--- src/rtl/fetch_ctrl_if.sv ---
// Instruction-memory request/response bus between the fetch controller and the instruction memory.
interface fetch_ctrl_if #(
  parameter int unsigned ADDR_W = 32,
  parameter int unsigned DATA_W = 32
);
  logic              Mem_req;
  logic [ADDR_W-1:0] Mem_addr;
  logic              Mem_gnt;
  logic              Mem_rvalid;
  logic [DATA_W-1:0] Mem_rdata;

  modport master (
    output Mem_req,
    output Mem_addr,
    input  Mem_gnt,
    input  Mem_rvalid,
    input  Mem_rdata
  );

  modport slave (
    input  Mem_req,
    input  Mem_addr,
    output Mem_gnt,
    output Mem_rvalid,
    output Mem_rdata
  );
endinterface

--- src/rtl/fetch_ctrl.sv ---
// Instruction-fetch controller: one memory request per PC, IF/ID output register with a
// one-entry skid buffer, next-PC selection with branch redirect and wrong-path drain.
module fetch_ctrl #(
  parameter int unsigned ADDR_W = 32,
  parameter int unsigned DATA_W = 32
) (
  input  logic              Clock,
  input  logic              Reset,
  input  logic [ADDR_W-1:0] Pc_in,
  output logic [ADDR_W-1:0] Next_pc,
  input  logic              Branch_taken,
  input  logic [ADDR_W-1:0] Branch_target,
  fetch_ctrl_if.master      mem,
  input  logic              Stall,
  output logic              Ifid_valid,
  output logic [DATA_W-1:0] Ifid_instr,
  output logic [ADDR_W-1:0] Ifid_pc
);

  typedef enum logic [2:0] {
    IDLE  = 3'd0,
    FETCH = 3'd1,
    WAIT  = 3'd2,
    HOLD  = 3'd3,
    DRAIN = 3'd4
  } state_t;

  state_t            state, state_n;
  logic              ifid_valid_n;
  logic [DATA_W-1:0] ifid_instr_n;
  logic [ADDR_W-1:0] ifid_pc_n;
  // Skid contents are meaningful only while in HOLD.
  logic [DATA_W-1:0] skid_instr, skid_instr_n;
  logic [ADDR_W-1:0] skid_pc, skid_pc_n;

  logic [ADDR_W-1:0] pc_aligned;
  logic [ADDR_W-1:0] target_aligned;
  logic              out_free;

  assign pc_aligned     = {Pc_in[ADDR_W-1:2], 2'b00};
  assign target_aligned = {Branch_target[ADDR_W-1:2], 2'b00};
  assign out_free       = !Ifid_valid || !Stall;

  assign mem.Mem_req  = (state == FETCH);
  assign mem.Mem_addr = Pc_in;

  // State and output registers
  always_ff @(posedge Clock or posedge Reset) begin
    if (Reset) begin
      state      <= IDLE;
      Ifid_valid <= 1'b0;
      Ifid_instr <= '0;
      Ifid_pc    <= '0;
      skid_instr <= '0;
      skid_pc    <= '0;
    end else begin
      state      <= state_n;
      Ifid_valid <= ifid_valid_n;
      Ifid_instr <= ifid_instr_n;
      Ifid_pc    <= ifid_pc_n;
      skid_instr <= skid_instr_n;
      skid_pc    <= skid_pc_n;
    end
  end

  // Next-state, next-PC and IF/ID update
  always_comb begin
    state_n      = state;
    ifid_valid_n = Ifid_valid && Stall;
    ifid_instr_n = Ifid_instr;
    ifid_pc_n    = Ifid_pc;
    skid_instr_n = skid_instr;
    skid_pc_n    = skid_pc;
    Next_pc      = Pc_in;

    unique case (state)
      IDLE:  state_n = FETCH;
      FETCH: if (mem.Mem_gnt) state_n = WAIT;
      WAIT: begin
        if (mem.Mem_rvalid) begin
          Next_pc = Pc_in + ADDR_W'(4);
          if (out_free) begin
            ifid_valid_n = 1'b1;
            ifid_instr_n = mem.Mem_rdata;
            ifid_pc_n    = pc_aligned;
            state_n      = FETCH;
          end else begin
            skid_instr_n = mem.Mem_rdata;
            skid_pc_n    = pc_aligned;
            state_n      = HOLD;
          end
        end
      end
      HOLD: begin
        if (!Stall) begin
          ifid_valid_n = 1'b1;
          ifid_instr_n = skid_instr;
          ifid_pc_n    = skid_pc;
          state_n      = FETCH;
        end
      end
      DRAIN: if (mem.Mem_rvalid) state_n = FETCH;
      default: state_n = IDLE;
    endcase

    // Redirect wins over everything; an outstanding request must be drained first.
    if (Branch_taken) begin
      Next_pc      = target_aligned;
      ifid_valid_n = 1'b0;
      ifid_instr_n = Ifid_instr;
      ifid_pc_n    = Ifid_pc;
      unique case (state)
        FETCH:        state_n = mem.Mem_gnt    ? DRAIN : FETCH;
        WAIT, DRAIN:  state_n = mem.Mem_rvalid ? FETCH : DRAIN;
        default:      state_n = FETCH;
      endcase
    end
  end

endmodule

--- src/flat_wrapper.sv ---
// flat-port wrapper written by rule: the top's interface ports become plain ports
module fetch_ctrl_flat 
#(
  parameter int unsigned ADDR_W = 32,
  parameter int unsigned DATA_W = 32
)
  (Clock, Reset, Pc_in, Next_pc, Branch_taken, Branch_target, Stall, Ifid_valid, Ifid_instr, Ifid_pc, mem_Mem_req, mem_Mem_addr, mem_Mem_gnt, mem_Mem_rvalid, mem_Mem_rdata);
  fetch_ctrl_if #(.ADDR_W(ADDR_W), .DATA_W(DATA_W)) mem_i ();
  input  logic Clock;
  input  logic Reset;
  input  logic [ADDR_W-1:0] Pc_in;
  output logic [ADDR_W-1:0] Next_pc;
  input  logic Branch_taken;
  input  logic [ADDR_W-1:0] Branch_target;
  input  logic Stall;
  output logic Ifid_valid;
  output logic [DATA_W-1:0] Ifid_instr;
  output logic [ADDR_W-1:0] Ifid_pc;
  output wire logic [$bits(mem_i.Mem_req)-1:0] mem_Mem_req;
  output wire logic [$bits(mem_i.Mem_addr)-1:0] mem_Mem_addr;
  input wire logic [$bits(mem_i.Mem_gnt)-1:0] mem_Mem_gnt;
  input wire logic [$bits(mem_i.Mem_rvalid)-1:0] mem_Mem_rvalid;
  input wire logic [$bits(mem_i.Mem_rdata)-1:0] mem_Mem_rdata;
  assign mem_Mem_req = mem_i.Mem_req;
  assign mem_Mem_addr = mem_i.Mem_addr;
  assign mem_i.Mem_gnt = mem_Mem_gnt;
  assign mem_i.Mem_rvalid = mem_Mem_rvalid;
  assign mem_i.Mem_rdata = mem_Mem_rdata;
  fetch_ctrl #(.ADDR_W(ADDR_W), .DATA_W(DATA_W)) u_core (.Clock(Clock), .Reset(Reset), .Pc_in(Pc_in), .Next_pc(Next_pc), .Branch_taken(Branch_taken), .Branch_target(Branch_target), .mem(mem_i), .Stall(Stall), .Ifid_valid(Ifid_valid), .Ifid_instr(Ifid_instr), .Ifid_pc(Ifid_pc));
endmodule
--- config.mk ---
export PLATFORM = sky130hd
export DESIGN_NAME = fetch_ctrl_flat
export DESIGN_NICKNAME = d
export VERILOG_FILES = /design/src/rtl/fetch_ctrl_if.sv /design/src/rtl/fetch_ctrl.sv /design/src/flat_wrapper.sv
export SDC_FILE = /design/constraint.sdc
export NUM_CORES = 1
export LEC_CHECK = 0
export CORE_ASPECT_RATIO = 0.8
export CORE_MARGIN = 2
export CORE_UTILIZATION = 50
export DETAILED_ROUTE_END_ITERATION = 8
export HOLD_SLACK_MARGIN = 0.05
export PLACE_DENSITY_LB_ADDON = 0.12
export SETUP_SLACK_MARGIN = 0.2
export SLEW_MARGIN = 20
export SYNTH_ARGS = -nofsm -noshare
export SYNTH_HDL_FRONTEND = slang
export SYNTH_SLANG_ARGS = --single-unit
export TNS_END_PERCENT = 1
--- constraint.sdc ---
create_clock -name Clock -period 10.75 [get_ports Clock]
set_clock_uncertainty 0.2 [all_clocks]
set_input_delay 1.075 -clock Clock [delete_from_list [all_inputs] [get_ports Clock]]
set_output_delay 1.075 -clock Clock [all_outputs]
set_load 0.01 [all_outputs]
==> results by group <==
Floorplan
  – Die Y: 110 um
  – Top Ports: about 230
  – Core box area: approximately 14000 um^2
  – Die width: around 140 um
  – Starting Density: roughly half
  – Site row count: 38
  – Die Area: 14900 um^2

Logic synthesis
  – Count leader, synth: mux2_2
  – Post-synth top area share: a little under half
  – Register area share after synthesis: a little under half
  – Avg Cell Area, Syn: about 12 um^2
  – Post-Synthesis Cells: between 500 and 600
  – Top post-synthesis cells by count: mux2_2 (188), dfrtp_1 (128), buf_4 (34), nand2_1 (27)
  – Unique masters post-synth: 46
  – Post-synthesis register bit count: between 100 and 150
  – Ys Warns: 0
  – Number of synthesized flops with an enable pin: 0
  – Cell accounting for the most synthesized area: dfrtp_1
  – Synth top area cells: dfrtp_1 (46%), mux2_2 (30%), buf_4 (3.7%)
  – Mapped cell area: between 6000 and 7000 um^2
  – Asr flop ratio synth: 100%
  – Primary FF master, synth: dfrtp_1

Place
  – IO Port Bufs: about 230
  – DP Area: 9100 um^2
  – Inst Count DP: between 900 and 1000
  – Dpl hpwl: ~12000 um
  – Global placement routability congestion: 0.801

Detailed routing
  – DRC: 0
  – 1st-iter DRT viols: 301
  – WL final: ~18000 um
  – Antenna-violating nets left: 0
  – DRT Pass-1 Iters: 4
  – Routed length per instance: about 19 um
  – Vias per Instance: 5.59
  – DR vias: 5364

Final layout
  – Fin util: approximately 71%
  – Number of fill cells: slightly below 1000
  – Share of layout cells above drive strength 1: between 20 and 30%
  – Nets: a little under 900
  – Inserted Diodes: 0
  – Fin cells: 959
  – Layout area overhead: 39.4%
  – Design Area, Final: between 9000 and 10000 um^2

Timing
  – Setup TNS: 0 ps
  – Tmin final: 5610 ps
  – Fmax: roughly 180 MHz
  – Final period utilization: 52.2%
  – Slew HR: between 30% and 40%
  – Final setup viols: 0
  – RSZ-0062 raised after global routing: no
  – Final Hold Vio Count: 0
  – Slew @ Worst Pin: roughly 950 ps
  – Slew Viols, Final: 0

Power and ir drop
  – PwrDens: approximately 200 nW/um^2
  – Worst VDD drop: 0.135 mV
  – Design Power: 0.00194 W
  – P_leak: between 4 and 5 nW

CTS
  – H-tree depth: 4
  – CTS tree: done
  – Post_cts resized: 0
  – Clock sink count: about 130
  – Post-CTS setup buffers: 0
  – Clock Path Buffers: 2
  – Clock-pin slew of the registers on the worst-case setup and hold paths: around 60 ps
  – Hold Buf Count CTS: 0
  – Worst-Skew Late Latency: approximately 400 ps
  – CTS Root Cell: clkbuf_16
  – CTS Buf Count: 17

GRT
  – Number of global-route vias before repair: roughly 5600
  – GR Util met3: under 10%
  – GR Util met2: between 40% and 50%
  – Largest net degree at the start of global routing: between 80 and 90
  – Routing usage on met1: 29.7%
  – GRT Util Overall: approximately 25%
  – Overflow after GRT: 0
  – First-pass GRT wire length: between 20000 and 30000 um
  – GR peak layer: met2
  – Antenna violations before repair: 0

Worst setup path
  – Worst setup path class: primary input to output port
  – Crit-path max FO: 28
  – Startpoint class of the critical path: primary input
  – Required @ worst endpoint: approximately 9500 ps
  – Crit path capture type: output port
  – WP data arrival: 4340 ps

Worst hold path
  – Hold Crit Class: flop to flop

Job
  – Max-cap violations: 0

Outcome
  – Outcome: completed
cells in the final DEF, fill, tap and decap left out, types with 4 or more instances in the layout:
| cell type | synthesis | final |
|---|---|---|
| and3_1 | 6 | 6 |
| clkbuf_16 | 0 | 17 |
| nor2_1 | 19 | 18 |
| o31ai_1 | 13 | 13 |
| nand2_1 | 27 | 27 |
| o31a_1 | 4 | 4 |
| a31oi_1 | 16 | 16 |
| and4_1 | 4 | 4 |
| nand4_1 | 10 | 10 |
| dfrtp_1 | 128 | 128 |
| clkdlybuf4s50_1 | 0 | 227 |
| inv_1 | 6 | 5 |
| xor2_1 | 7 | 7 |
| o21ai_0 | 13 | 13 |
| nand3_1 | 12 | 12 |
| mux2_2 | 188 | 188 |
| nand2b_1 | 5 | 5 |
| or4_1 | 16 | 16 |
worst max-delay path, cell delays in order:
cell and delay (ps):
clkdlybuf4s50_1 760, nand4_1 260, or3_1 770, or4_1 640
a31oi_1 220, clkdlybuf4s50_1 600
final timing paths:
kind                               startpoint                     to  slack [ps]  cells past startpoint
setup / recovery                     Pc_in[5]            Next_pc[27]        5140                      6
hold / removal             u_core.skid_pc[17]     u_core.skid_pc[17]         300                      1
max in group asynchronous               Reset     u_core.Ifid_pc[10]        8320                      3
setup reg to reg              u_core.state[1]  u_core.Ifid_instr[17]        7850                      4
min in group asynchronous               Reset   u_core.Ifid_instr[8]         870                      2
hold reg to reg            u_core.skid_pc[17]     u_core.skid_pc[17]         300                      1
per-stage QoR:
stage / hold WS [ps] / setup WS [ps]
after floorplan: 277 / 6060
after global routing: 312 / 5030
final: 303 / 5140
after global placement: 285 / 5340
after detailed placement: 292 / 5200
after CTS: 305 / 5170
where the power goes:
group	internal, W	switching [W]
clock	0.000369	0.000223
sequential	0.000613	0.0000767
combinational	0.000410	0.000249
total	0.00139	0.000548
layer usage:
layer | up-vias | wire (um)
li1 | 2488 | -
met1 | 2667 | 7200
met2 | 187 | 8800
met3 | 22 | 1550
met4 | 0 | 215
met5 | - | 0
cells by family (layout without fill, tap and decap cells):
| logic type | Yosys count | after routing | synth area share [%] |
|---|---|---|---|
| compound gates | 58 | 58 | 5.59 |
| xor+xnor | 9 | 9 | 1.13 |
| fa+ha+maj | 1 | 1 | 0.180 |
| buf+inv | 80 | 270 | 6.66 |
| flops | 128 | 128 | 46.0 |
| mux | 190 | 190 | 30.7 |
| other cells | 1 | 2 | 0.0538 |
| simple gates | 121 | 121 | 9.73 |
cell type report:
cell class | instances | area, um^2 | share of cell area (%)
inverter | 6 | 25.0 | 0.258
multi-input combinational | 381 | 3320 | 34.2
clock inverter | 14 | 180 | 1.85
clock buffer | 18 | 429 | 4.42
tap | 180 | 225 | 2.32
timing repair buffer | 232 | 2330 | 24.0
sequential | 128 | 3200 | 33.0
state kept, by name (all words and copies together) (netlist names):
register,count
u_core.state,3
u_core.Ifid_valid,1
u_core.Ifid_instr,32
u_core.skid_pc,30
u_core.skid_instr,32
u_core.Ifid_pc,30
(Power assumes the default switching activity.)
